`src/rtl/jogo_pkg.sv`:
```
// rtl/jogo_pkg.sv - state codes and control-word decode for the game sequencer
// Shared by unidade_controle_jogo and the top-level debug decoder, which turns
// db_estado into hex display digits using the same codes.
package jogo_pkg;

  // State codes exported on db_estado; the encoding is fixed because the hex
  // displays at the top level are decoded from these values.
  localparam logic [4:0] INICIAL            = 5'h00;
  localparam logic [4:0] PREPARACAO         = 5'h01;
  localparam logic [4:0] ESPERA_MACRO       = 5'h02;
  localparam logic [4:0] REGISTRA_MACRO     = 5'h03;
  localparam logic [4:0] VALIDA_MACRO       = 5'h04;
  localparam logic [4:0] ESPERA_MICRO       = 5'h05;
  localparam logic [4:0] REGISTRA_MICRO     = 5'h06;
  localparam logic [4:0] VALIDA_MICRO       = 5'h07;
  localparam logic [4:0] REGISTRA_JOGADA    = 5'h08;
  localparam logic [4:0] ATUALIZA_MACRO     = 5'h09;
  localparam logic [4:0] ESPERA_ATUALIZACAO = 5'h0A;
  localparam logic [4:0] TRANSMITE          = 5'h0B;
  localparam logic [4:0] VERIFICA_FIM       = 5'h0C;
  localparam logic [4:0] TROCA              = 5'h0D;
  localparam logic [4:0] VALIDA_PROXIMA     = 5'h0E;
  localparam logic [4:0] REGISTRA_PROXIMA   = 5'h0F;
  localparam logic [4:0] FIM                = 5'h10;

  // Every strobe the sequencer drives, gathered so the decode is one function.
  typedef struct packed {
    logic zera_edge;
    logic zera_r_micro;
    logic zera_r_macro;
    logic zera_flip_flop_t;
    logic zera_ram;
    logic zera_t;
    logic zera_s;
    logic registra_r_micro;
    logic registra_r_macro;
    logic we_board;
    logic we_board_state;
    logic troca_jogador;
    logic conta_t;
    logic conta_s;
    logic sinal_macro;
    logic sinal_valida_macro;
    logic transmitindo;
    logic pronto;
  } controle_t;

  // Moore decode: the control word depends on the state code only.
  // Unused codes decode to all-zero so a corrupted state is harmless for the
  // one cycle it takes to fall back to INICIAL.
  function automatic controle_t decodifica(input logic [4:0] estado);
    controle_t c;
    c = '0;
    case (estado)
      PREPARACAO: begin
        c.zera_edge        = 1'b1;
        c.zera_r_micro     = 1'b1;
        c.zera_r_macro     = 1'b1;
        c.zera_flip_flop_t = 1'b1;
        c.zera_ram         = 1'b1;
        c.zera_t           = 1'b1;
        c.zera_s           = 1'b1;
      end
      ESPERA_MACRO: begin
        c.sinal_macro = 1'b1;
      end
      REGISTRA_MACRO: begin
        c.sinal_macro      = 1'b1;
        c.registra_r_macro = 1'b1;
      end
      VALIDA_MACRO: begin
        c.sinal_valida_macro = 1'b1;
      end
      REGISTRA_MICRO: begin
        c.registra_r_micro = 1'b1;
      end
      REGISTRA_JOGADA: begin
        // Clearing the settle counter here gives espera_atualizacao a zero
        // count on entry.
        c.we_board = 1'b1;
        c.zera_t   = 1'b1;
      end
      ATUALIZA_MACRO: begin
        // Same for the transmit counter, cleared two states before transmite.
        c.we_board_state     = 1'b1;
        c.sinal_valida_macro = 1'b1;
        c.zera_s             = 1'b1;
      end
      ESPERA_ATUALIZACAO: begin
        c.conta_t = 1'b1;
      end
      TRANSMITE: begin
        c.conta_s      = 1'b1;
        c.transmitindo = 1'b1;
      end
      TROCA: begin
        c.troca_jogador = 1'b1;
      end
      REGISTRA_PROXIMA: begin
        // sinal_macro stays 0: the macro register loads the last micro index.
        c.registra_r_macro = 1'b1;
      end
      FIM: begin
        c.pronto = 1'b1;
      end
      default: begin
        c = '0;
      end
    endcase
    return c;
  endfunction

endpackage

```
`src/rtl/unidade_controle_jogo_if.sv`:
```
// rtl/unidade_controle_jogo_if.sv - control/status bundle between sequencer and fluxo_dados
// master: the sequencer (drives clears/enables/selects, reads status flags)
// slave : the datapath (reads clears/enables/selects, drives status flags)
interface unidade_controle_jogo_if;

  // Status flags from the datapath
  logic tem_jogada;
  logic macro_vencida;
  logic micro_jogada;
  logic fim_jogo;
  logic fimT;
  logic fimS;

  // Clears
  logic zeraEdge;
  logic zeraR_micro;
  logic zeraR_macro;
  logic zeraFlipFlopT;
  logic zeraRAM;
  logic zeraT;
  logic zeraS;

  // Enables
  logic registraR_micro;
  logic registraR_macro;
  logic we_board;
  logic we_board_state;
  logic troca_jogador;
  logic contaT;
  logic contaS;

  // Selects
  logic sinal_macro;
  logic sinal_valida_macro;

  modport master (
    input  tem_jogada, macro_vencida, micro_jogada, fim_jogo, fimT, fimS,
    output zeraEdge, zeraR_micro, zeraR_macro, zeraFlipFlopT, zeraRAM, zeraT, zeraS,
    output registraR_micro, registraR_macro, we_board, we_board_state,
    output troca_jogador, contaT, contaS,
    output sinal_macro, sinal_valida_macro
  );

  modport slave (
    output tem_jogada, macro_vencida, micro_jogada, fim_jogo, fimT, fimS,
    input  zeraEdge, zeraR_micro, zeraR_macro, zeraFlipFlopT, zeraRAM, zeraT, zeraS,
    input  registraR_micro, registraR_macro, we_board, we_board_state,
    input  troca_jogador, contaT, contaS,
    input  sinal_macro, sinal_valida_macro
  );

endinterface

```
`src/rtl/unidade_controle_jogo.sv`:
```
// rtl/unidade_controle_jogo.sv - Moore FSM sequencing one ultimate-tic-tac-toe game
// Ports:
//   clock        system clock, rising edge
//   reset        synchronous active-high, forces INICIAL
//   iniciar      start request (level), honoured only in INICIAL and FIM
//   dp           master side of the datapath control/status bundle
//   transmitindo high for the whole serial-transmit window
//   pronto       high in FIM
//   db_estado    current state code
module unidade_controle_jogo
  import jogo_pkg::*;
(
  input  logic                            clock,
  input  logic                            reset,
  input  logic                            iniciar,
  unidade_controle_jogo_if.master         dp,
  output logic                            transmitindo,
  output logic                            pronto,
  output logic [4:0]                      db_estado
);

  logic [4:0] estado;
  logic [4:0] proximo;
  controle_t  ctl;

  always_ff @(posedge clock) begin
    if (reset) begin
      estado <= INICIAL;
    end else begin
      estado <= proximo;
    end
  end

  // Next-state logic. tem_jogada is only looked at in the two espera states,
  // so a button press anywhere else is dropped rather than queued.
  always_comb begin
    proximo = estado;
    case (estado)
      INICIAL:            if (iniciar) proximo = PREPARACAO;
      PREPARACAO:         proximo = ESPERA_MACRO;
      ESPERA_MACRO:       if (dp.tem_jogada) proximo = REGISTRA_MACRO;
      REGISTRA_MACRO:     proximo = VALIDA_MACRO;
      VALIDA_MACRO:       proximo = dp.macro_vencida ? ESPERA_MACRO : ESPERA_MICRO;
      ESPERA_MICRO:       if (dp.tem_jogada) proximo = REGISTRA_MICRO;
      REGISTRA_MICRO:     proximo = VALIDA_MICRO;
      VALIDA_MICRO:       proximo = dp.micro_jogada ? ESPERA_MICRO : REGISTRA_JOGADA;
      REGISTRA_JOGADA:    proximo = ATUALIZA_MACRO;
      ATUALIZA_MACRO:     proximo = ESPERA_ATUALIZACAO;
      ESPERA_ATUALIZACAO: if (dp.fimT) proximo = TRANSMITE;
      TRANSMITE:          if (dp.fimS) proximo = VERIFICA_FIM;
      VERIFICA_FIM:       proximo = dp.fim_jogo ? FIM : TROCA;
      TROCA:              proximo = VALIDA_PROXIMA;
      // The micro cell just played names the next macro board; if that board
      // is already decided the opponent gets a free choice instead.
      VALIDA_PROXIMA:     proximo = dp.macro_vencida ? ESPERA_MACRO : REGISTRA_PROXIMA;
      REGISTRA_PROXIMA:   proximo = ESPERA_MICRO;
      FIM:                if (iniciar) proximo = PREPARACAO;
      default:            proximo = INICIAL;
    endcase
  end

  assign ctl = decodifica(estado);

  assign dp.zeraEdge           = ctl.zera_edge;
  assign dp.zeraR_micro        = ctl.zera_r_micro;
  assign dp.zeraR_macro        = ctl.zera_r_macro;
  assign dp.zeraFlipFlopT      = ctl.zera_flip_flop_t;
  assign dp.zeraRAM            = ctl.zera_ram;
  assign dp.zeraT              = ctl.zera_t;
  assign dp.zeraS              = ctl.zera_s;
  assign dp.registraR_micro    = ctl.registra_r_micro;
  assign dp.registraR_macro    = ctl.registra_r_macro;
  assign dp.we_board           = ctl.we_board;
  assign dp.we_board_state     = ctl.we_board_state;
  assign dp.troca_jogador      = ctl.troca_jogador;
  assign dp.contaT             = ctl.conta_t;
  assign dp.contaS             = ctl.conta_s;
  assign dp.sinal_macro        = ctl.sinal_macro;
  assign dp.sinal_valida_macro = ctl.sinal_valida_macro;

  assign transmitindo = ctl.transmitindo;
  assign pronto       = ctl.pronto;
  assign db_estado    = estado;

endmodule

```
`src/flat_wrapper.sv`:
```
// flat-port wrapper written by rule: the top's interface ports become plain ports
module unidade_controle_jogo_flat import jogo_pkg::*;
  (clock, reset, iniciar, transmitindo, pronto, db_estado, dp_tem_jogada, dp_macro_vencida, dp_micro_jogada, dp_fim_jogo, dp_fimT, dp_fimS, dp_zeraEdge, dp_zeraR_micro, dp_zeraR_macro, dp_zeraFlipFlopT, dp_zeraRAM, dp_zeraT, dp_zeraS, dp_registraR_micro, dp_registraR_macro, dp_we_board, dp_we_board_state, dp_troca_jogador, dp_contaT, dp_contaS, dp_sinal_macro, dp_sinal_valida_macro);
  unidade_controle_jogo_if dp_i ();
  input  logic clock;
  input  logic reset;
  input  logic iniciar;
  output logic transmitindo;
  output logic pronto;
  output logic [4:0] db_estado;
  input wire logic [$bits(dp_i.tem_jogada)-1:0] dp_tem_jogada;
  input wire logic [$bits(dp_i.macro_vencida)-1:0] dp_macro_vencida;
  input wire logic [$bits(dp_i.micro_jogada)-1:0] dp_micro_jogada;
  input wire logic [$bits(dp_i.fim_jogo)-1:0] dp_fim_jogo;
  input wire logic [$bits(dp_i.fimT)-1:0] dp_fimT;
  input wire logic [$bits(dp_i.fimS)-1:0] dp_fimS;
  output wire logic [$bits(dp_i.zeraEdge)-1:0] dp_zeraEdge;
  output wire logic [$bits(dp_i.zeraR_micro)-1:0] dp_zeraR_micro;
  output wire logic [$bits(dp_i.zeraR_macro)-1:0] dp_zeraR_macro;
  output wire logic [$bits(dp_i.zeraFlipFlopT)-1:0] dp_zeraFlipFlopT;
  output wire logic [$bits(dp_i.zeraRAM)-1:0] dp_zeraRAM;
  output wire logic [$bits(dp_i.zeraT)-1:0] dp_zeraT;
  output wire logic [$bits(dp_i.zeraS)-1:0] dp_zeraS;
  output wire logic [$bits(dp_i.registraR_micro)-1:0] dp_registraR_micro;
  output wire logic [$bits(dp_i.registraR_macro)-1:0] dp_registraR_macro;
  output wire logic [$bits(dp_i.we_board)-1:0] dp_we_board;
  output wire logic [$bits(dp_i.we_board_state)-1:0] dp_we_board_state;
  output wire logic [$bits(dp_i.troca_jogador)-1:0] dp_troca_jogador;
  output wire logic [$bits(dp_i.contaT)-1:0] dp_contaT;
  output wire logic [$bits(dp_i.contaS)-1:0] dp_contaS;
  output wire logic [$bits(dp_i.sinal_macro)-1:0] dp_sinal_macro;
  output wire logic [$bits(dp_i.sinal_valida_macro)-1:0] dp_sinal_valida_macro;
  assign dp_i.tem_jogada = dp_tem_jogada;
  assign dp_i.macro_vencida = dp_macro_vencida;
  assign dp_i.micro_jogada = dp_micro_jogada;
  assign dp_i.fim_jogo = dp_fim_jogo;
  assign dp_i.fimT = dp_fimT;
  assign dp_i.fimS = dp_fimS;
  assign dp_zeraEdge = dp_i.zeraEdge;
  assign dp_zeraR_micro = dp_i.zeraR_micro;
  assign dp_zeraR_macro = dp_i.zeraR_macro;
  assign dp_zeraFlipFlopT = dp_i.zeraFlipFlopT;
  assign dp_zeraRAM = dp_i.zeraRAM;
  assign dp_zeraT = dp_i.zeraT;
  assign dp_zeraS = dp_i.zeraS;
  assign dp_registraR_micro = dp_i.registraR_micro;
  assign dp_registraR_macro = dp_i.registraR_macro;
  assign dp_we_board = dp_i.we_board;
  assign dp_we_board_state = dp_i.we_board_state;
  assign dp_troca_jogador = dp_i.troca_jogador;
  assign dp_contaT = dp_i.contaT;
  assign dp_contaS = dp_i.contaS;
  assign dp_sinal_macro = dp_i.sinal_macro;
  assign dp_sinal_valida_macro = dp_i.sinal_valida_macro;
  unidade_controle_jogo u_core (.clock(clock), .reset(reset), .iniciar(iniciar), .dp(dp_i), .transmitindo(transmitindo), .pronto(pronto), .db_estado(db_estado));
endmodule
```
`config.mk`:
```
export PLATFORM = sky130hd
export DESIGN_NAME = unidade_controle_jogo_flat
export DESIGN_NICKNAME = d
export VERILOG_FILES = /design/src/rtl/jogo_pkg.sv /design/src/rtl/unidade_controle_jogo_if.sv /design/src/rtl/unidade_controle_jogo.sv /design/src/flat_wrapper.sv
export SDC_FILE = /design/constraint.sdc
export NUM_CORES = 1
export LEC_CHECK = 0
export CORE_ASPECT_RATIO = 1.2
export CORE_UTILIZATION = 38
export CTS_CLUSTER_SIZE = 16
export DETAILED_ROUTE_END_ITERATION = 10
export PLACE_DENSITY = 0.78
export SYNTH_ARGS = -nofsm -noshare
export SYNTH_HDL_FRONTEND = slang
export SYNTH_SLANG_ARGS = --single-unit
```
`constraint.sdc`:
```
create_clock -name clock -period 1.67 [get_ports clock]
set_input_delay 0.167 -clock clock [delete_from_list [all_inputs] [get_ports clock]]
set_output_delay 0.167 -clock clock [all_outputs]
set_load 0.05 [all_outputs]
```
After elaboration in Yosys (flattened, before gate mapping)
Index checks and enable logic that the tools add are counted.

Equality and inequality tests: 21. Muxes and demuxes: 23. Reduce and logical (&&, ||, !) cells: 8.

Operator list (count): case mux 5 bit (16 select lines) (1); equality test 5 x 4 -> 1 bit (second input constant) (8); 2-to-1 mux 5 bit (7); equality test 5 x 3 -> 1 bit (second input constant) (4); 2-to-1 mux 1 bit (12); OR reduction 2 bit (6); equality test 5 x 2 -> 1 bit (second input constant) (2); 2-to-1 mux 4 bit (2); != test 2 bit (second input constant) (4); equality test 5 x 1 -> 1 bit (second input constant) (1); equality test 5 bit (second input constant) (1); zero test 5 bit (1); AND reduction 5 bit (1); 2-to-1 mux 3 bit (1); != test 2 x 1 -> 1 bit (second input constant) (1).

Register bits: 5. Input port bits: 9. Output and inout port bits: 23.

Longest topological paths before layout
Gate-level depths: netlist of run 1.

Word-level depth: 4. Depth in mapped cells: 6.

Worst setup path after synthesis of run 1
No wires, ideal clock.

Path kind: reg-to-output. From: register u_core.estado[3], in the netlist u_core.db_estado[3]. To: output port dp_zeraT. Arrival: 3.198 ns. Path slack: -1.695 ns. Stages on the path, launching flop included: 5. Path buffers: 1. Path through: dfxtp_1 clkbuf_1 nand2b_1 nor4_1 or2_1.

Longest elaborated chain between the ends: 3. Elaborated cells between the ends (all ways): 4.

Ends and longest elaborated chain: start: declaration (line unidade_controle_jogo.sv:22) `logic [4:0] estado;`; start signal: assignment (line unidade_controle_jogo.sv:30) `estado <= proximo;`; equality test 5 x 4 -> 1 bit or equality test 5 x 1 -> 1 bit (tied branches) (line jogo_pkg.sv:54) `case (estado)`; OR reduction 2 bit (no source line) (*); 2-to-1 mux 1 bit (*) (line jogo_pkg.sv:54); end: declaration (line flat_wrapper.sv:22) `output wire logic [$bits(dp_i.zeraT)-1:0] dp_zeraT;`.

Mark *: on every way between the ends. The rest lies on a longest branch, timed or not.

Worst setup path in the final report of run 1
From: register u_core.estado[2], in the netlist u_core.db_estado[2]. To: register u_core.estado[1], in the netlist u_core.db_estado[1].

Longest elaborated chain between the ends: 4. Elaborated cells between the ends (all ways): 25.

Ends and longest elaborated chain: equality test 5 bit or zero test 5 bit (tied branches) (line unidade_controle_jogo.sv:38) `case (estado)`; OR reduction 2 bit (no source line); != test 2 x 1 -> 1 bit (no source line); AND reduction 5 bit (no source line).

Parallel ways exist; a longest one is shown, timed or not. A chain may end at the register's enable or synchronous reset.

==> results_dict.tcl, run 1 <==
set metrics [dict create \
    grt.met3_usage_pct 4.831 \
    grt_pass1_wl_um 3870 \
    netlist-cell-type-count 41 \
    drive_above_1_share_pct 55.81 \
    wl_per_cell_um 23.36 \
    arrival_ns 1.87 \
    yosys_warnings 0 \
    placed_cells 135 \
    syn_nets 95 \
    io_pins 32 \
    rows 15 \
    netlist_top_cells_area "dfxtp_1, nor2_1, buf_4, nor2b_1, a21oi_1" \
    drv_slew 0 \
    crit_family "simple AND/OR/NAND/NOR gates" \
    r2r_end "u_core.db_estado[1]" \
    synth_area_um2 615.6 \
    die_area_um2 1786 \
    top_usage_layer "met2" \
    drtIter0Drc 97 \
    ant_nets 0 \
    rr_startpoint "u_core.db_estado[2]" \
    via_per_inst 6.897 \
    hold_class "register to register" \
    ys_seq_area_share_pct 16.26 \
    start_util_pct 41.52 \
    synth_ff_type "dfxtp_1" \
    antenna_cells_inserted 0 \
    grt_antenna_before_repair 0 \
    stdcell_count 146 \
    leakage_nw 0.5630 \
    synth_edf_count 0 \
    largest_reg_flops 5 \
    first_pass_iters 5 \
    cp-end-kind "register" \
    post-dp-hpwl_um 1738 \
    routed_wl_um 3410 \
    globalRouteMet2Util_pct 53.67 \
    grt_pass1_vias 847 \
    dp_slack_ns 0.03460 \
    die_w_um 38.74 \
    crit_type "register to register" \
    slowest_delay_ns 0.51 \
    p_comb_share_pct 85.1 \
    whs_ns 0.6487 \
    crit_chain "or3b_1, a2111oi_4, or4_1, a21oi_1" \
    clk_pin_slew_ns 0.05 \
    seqPwrFrac_pct 9.1 \
    worst_pin_slew_ns 0.4137 \
    ir_drop_v 0.001070 \
    setup_violations 5 \
    cp.required_ns 1.79 \
    cts_buffers 3 \
    cp.depth 4 \
    maxCapViolations 0 \
    p_int_w 0.001154 \
    dieHeight_um 46.09 \
    final_cell_mix "buf_12, buf_4, nor2_1" \
    finalSetupTns_ns -0.2029 \
    violations "negative setup slack" \
    outcome "finished, violations left" \
    grt_util_met1_pct 35.21 \
    gp_congestion 0.8935 \
    path_max_fanout 7 \
    regArea_um2 116.4 \
    cts_tree "built" \
    cts_buffer_depth 2 \
    p_per_area_nw_per_um2 1691 \
    via_count 1007 \
    r2r_setup_slack_ns -0.08 \
    fmax_mhz 572.0 \
    coreArea_um2 1483 \
    cts.sinks 5 \
    reg2regPathDepth 4 \
    min_period_ns 1.748 \
    finClkSkew_ns 0.002019 \
    switching_share_pct 51.28 \
    setup_ws_ns -0.07839 \
    drc_errors 0 \
    h-tree-depth 1 \
    avgSynthCellArea_um2 7.158 \
    synth_top_area_cell "dfxtp_1" \
    crit_path_start_kind "register" \
    crit_slowest_cell "a2111oi_4" \
    syn_inst 86 \
    multi_input_area_um2 565.5 \
    cp-endpoint "u_core.db_estado[1]" \
    grt_max_degree 13 \
    power_frac_clock_pct 5.9 \
    n_fill_cell 41 \
    grt.total_usage_pct 30.94 \
    finalCritPeriodShare_pct 104.7 \
    area_growth_pct 127.6 \
    nets 139 \
    ys_async_sr_fraction_pct 0 \
    hold_viol_final 0 \
    cts_hold_buf 0 \
    port_buffers 31 \
    slew_headroom_pct 72.42 \
    switchingPower_w 0.001215 \
    synth_top_area_share_pct 16.26 \
    crit_buf_inv 0 \
    clock_latency_ns 0.24 \
    startpoint "u_core.db_estado[2]" \
    root_buffer "clkbuf_4" \
    synth_seq_cells 5 \
    rsz0062_at_grt "true" \
    grt_remaining_overflow 0 \
]
-- stage by stage --
step | area [um2] | total power (W) | util (%)
2_1_floorplan | 737.0 | 0.001291 | -
6_report | 1401 | 0.002369 | 94.51
3_3_place_gp | 1254 | 0.001944 | 84.56
3_5_place_dp | 1254 | 0.001972 | 84.56
4_1_cts | 1339 | 0.002195 | 90.30
5_1_grt | 1401 | 0.002426 | 94.51
-- final cells by class --
cell class,instances,share of cell area (%)
repair buffers,50,46.61
flip-flops and latches,5,8.304
clock buffers,4,1.875
inverters,4,1.339
multi-input cells,66,40.36
well taps,17,1.518
-- Yosys cell counts, drive strengths merged, types with 2 or more instances --
| library cell | count |
|---|---|
| clkbuf | 5 |
| or3b | 2 |
| nor4 | 3 |
| buf | 6 |
| nand2 | 3 |
| inv | 4 |
| nor2 | 14 |
| nor3 | 3 |
| or4 | 2 |
| nor2b | 4 |
| o21ai | 5 |
| dfxtp | 5 |
| nand2b | 2 |
| a21oi | 4 |
| mux2i | 2 |
-- per-layer routing --
| metal | vias up | wire length [um] |
|---|---|---|
| met4 | 0 | 314 |
| met3 | 54 | 395 |
| met2 | 127 | 1656 |
| li1 | 400 | - |
| met1 | 426 | 1043 |
| met5 | - | 0 |
-- tightest hold or removal path, cell delays in order, from the launching register on --
cell     delay, ns
dfxtp_2       0.37
buf_4         0.18
nor3b_1       0.06
-- power by group through the flow --
stage	sequential [W]	clock [W]	combinational, W
final	0.000214	0.000139	0.00202
after global routing	0.000218	0.000150	0.00206
after CTS	0.000213	0.000144	0.00184
after detailed placement	0.000226	0	0.00175
after global placement	0.000219	0	0.00172
after floorplan	0.000285	0	0.00101
-- what timing repair did --
item | 4_1_cts | 5_1_grt
endpoints found under the setup margin | 14 | 11
setup buffers | 3 | 4
resized for setup | 8 | 7
pin swaps | 2 | 3
-- how the worst min path moves through the flow --
stage	from	end	slack, ns	depth (start not counted)
2_1_floorplan	reset	u_core.db_estado[1]	0.23	1
3_3_place_gp	u_core.db_estado[4]	u_core.db_estado[3]	0.57	2
3_5_place_dp	u_core.db_estado[4]	u_core.db_estado[3]	0.57	2
4_1_cts	u_core.db_estado[4]	u_core.db_estado[3]	0.58	2
5_1_grt	reset	u_core.db_estado[0]	0.65	3
6_report	u_core.db_estado[4]	u_core.db_estado[3]	0.65	2
-- cells by family (layout without fill, tap and decap cells) --
group / after synthesis / count (layout) / synth area share, %
AO/OA/AOI/OAI: 21 / 21 / 26.83
buffers and inverters: 15 / 58 / 13.41
multiplexers: 3 / 3 / 5.081
AND/OR/NAND/NOR: 42 / 42 / 38.42
flip-flops: 5 / 5 / 16.26
Power figures use the tool's default switching activity.
==> run 2: changes to the inputs <==
--- a/config.mk
+++ b/config.mk
@@ -5,11 +5,12 @@
 export SDC_FILE = /design/constraint.sdc
 export NUM_CORES = 1
 export LEC_CHECK = 0
-export CORE_ASPECT_RATIO = 1.2
-export CORE_UTILIZATION = 38
+export CORE_AREA = 2 2 39 41
+export CTS_BUF_LIST = sky130_fd_sc_hd__clkbuf_16
 export CTS_CLUSTER_SIZE = 16
 export DETAILED_ROUTE_END_ITERATION = 10
-export PLACE_DENSITY = 0.78
+export DIE_AREA = 0 0 41 43
+export DONT_BUFFER_PORTS = 1
 export SYNTH_ARGS = -nofsm -noshare
 export SYNTH_HDL_FRONTEND = slang
 export SYNTH_SLANG_ARGS = --single-unit
==> results_dict.tcl, run 2 (synthesis gave the netlist of run 1 again) <==
set metrics [dict create \
    setup_ws_ns -0.01842 \
    antenna_cells_inserted 0 \
    min_period_ns 1.688 \
    die_area_um2 1763 \
    finClkSkew_ns 0.0005464 \
    crit_type "register to output pin" \
    cts_buffer_depth 2 \
    cp.required_ns 1.50 \
    rsz0062_at_grt "true" \
    wl_per_cell_um 17.39 \
    cp-end-kind "output pin" \
    grt_pass1_wl_um 3111 \
    p_per_area_nw_per_um2 1805 \
    grt_remaining_overflow 0 \
    cts_tree "built" \
    clk_pin_slew_ns 0.03 \
    leakage_nw 0.4520 \
    rows 14 \
    slowest_delay_ns 0.38 \
    fin_area_um2 1117 \
    h-tree-depth 1 \
    drtIter0Drc 31 \
    final_cell_mix "buf_4, nor2_1, a21oi_1, clkbuf_16" \
    slew_headroom_pct 75.98 \
    root_buffer "clkbuf_16" \
    ir_drop_v 0.001216 \
    grt_antenna_before_repair 0 \
    cts.sinks 5 \
    io_pins 32 \
    gp_congestion 0.8122 \
    worst_pin_slew_ns 0.3603 \
    cts_buffers 3 \
    final_common_cell "buf_4" \
    whs_ns 0.005993 \
    holdCritStartpoint "reset" \
    nets 121 \
    via_per_inst 6.157 \
    coreArea_um2 1384 \
    finalCritPeriodShare_pct 101.1 \
    hold_class "input pin to register" \
    crit_path_start_kind "register" \
    grt_pass1_vias 673 \
    fmax_mhz 592.3 \
    dieHeight_um 43 \
    post-dp-hpwl_um 1386 \
    grt_max_degree 14 \
    die_w_um 41 \
    routed_wl_um 2208 \
    place_area_um2 897.1 \
    largest_reg_flops 5 \
    drc_errors 0 \
    violations "negative setup slack" \
    rr_startpoint "u_core.db_estado[3]" \
    crit_chain "buf_8, clkinvlp_4, nor2_4, mux2i_4, nor3_4, buf_12" \
    p_total_w 0.002017 \
    first_pass_iters 4 \
    clock_latency_ns 0.22 \
    drive_above_1_share_pct 54.95 \
    drv_slew 0 \
    finalSetupTns_ns -0.01842 \
    crit_slowest_cell "dfxtp_4" \
    grt.total_usage_pct 26.03 \
    arrival_ns 1.52 \
    crit_family "buffers and inverters" \
    crit_buf_inv 3 \
    via_count 782 \
    port_buffers 0 \
    setup_violations 1 \
    startpoint "u_core.db_estado[3]" \
    area_growth_pct 81.50 \
    hold_viol_final 0 \
    outcome "finished, violations left" \
    path_max_fanout 7 \
    ant_nets 0 \
    maxCapViolations 0 \
    start_util_pct 44.48 \
]
[run 2: what timing repair did]
action                                  in CTS  in global routing
endpoints found under the hold margin        1                  0
pin swaps                                    0                  4
setup buffers                                0                  7
hold buffers                                 1                  0
endpoints found under the setup margin       8                 13
gates resized for setup                      7                 13
[run 2: cell type report]
class | count | area (um2)
Inverter | 4 | 18.77
Sequential cell | 5 | 113.9
Tap cell | 16 | 20.02
Clock buffer | 3 | 75.07
Clock inverter | 1 | 3.754
Timing Repair Buffer | 32 | 316.6
Multi-Input combinational cell | 66 | 569.3
Fill cell | 92 | 266.5
[run 2: where the power goes]
part | switching, W | internal [W] | total [W]
combinational | 0.000919 | 0.000506 | 0.00142
clock | 0.0000772 | 0.000310 | 0.000387
sequential | 0.0000452 | 0.000160 | 0.000205
[run 2: worst paths after layout]
| path | to | slack (ns) | cells after the start |
|---|---|---|---|
| hold / removal | u_core.db_estado[3] | 0.006 | 1 |
| hold reg to reg | u_core.db_estado[1] | 0.63 | 3 |
| setup reg to reg | u_core.db_estado[0] | 0.11 | 6 |
| setup / recovery | dp_sinal_valida_macro | -0.02 | 6 |
[run 2: stage by stage]
stage	utilization (%)	setup WS, ns	instances
5_1_grt	80.74	-0.07655	127
3_3_place_gp	64.83	0.1077	115
3_5_place_dp	64.83	0.07021	115
6_report	80.74	-0.01842	127
2_1_floorplan	-	-0.1866	86
4_1_cts	72.78	-0.03407	120
[run 2: worst reg2reg max path, cell delays in order (launching register included)]
cell        delay, ns
dfxtp_4          0.38
buf_8            0.14
clkinvlp_4       0.14
buf_4            0.18
o32ai_2          0.38
or3_1            0.17
o31ai_1          0.06
[run 2: layer usage]
layer | vias up | global-route usage [%] | part of all wire [%]
li1 | 369 | - | -
met1 | 357 | 31.61 | 38
met2 | 48 | 42.19 | 50
met3 | 8 | 8.377 | 8.7
met4 | 0 | 6.667 | 2.7
met5 | - | 0 | 0
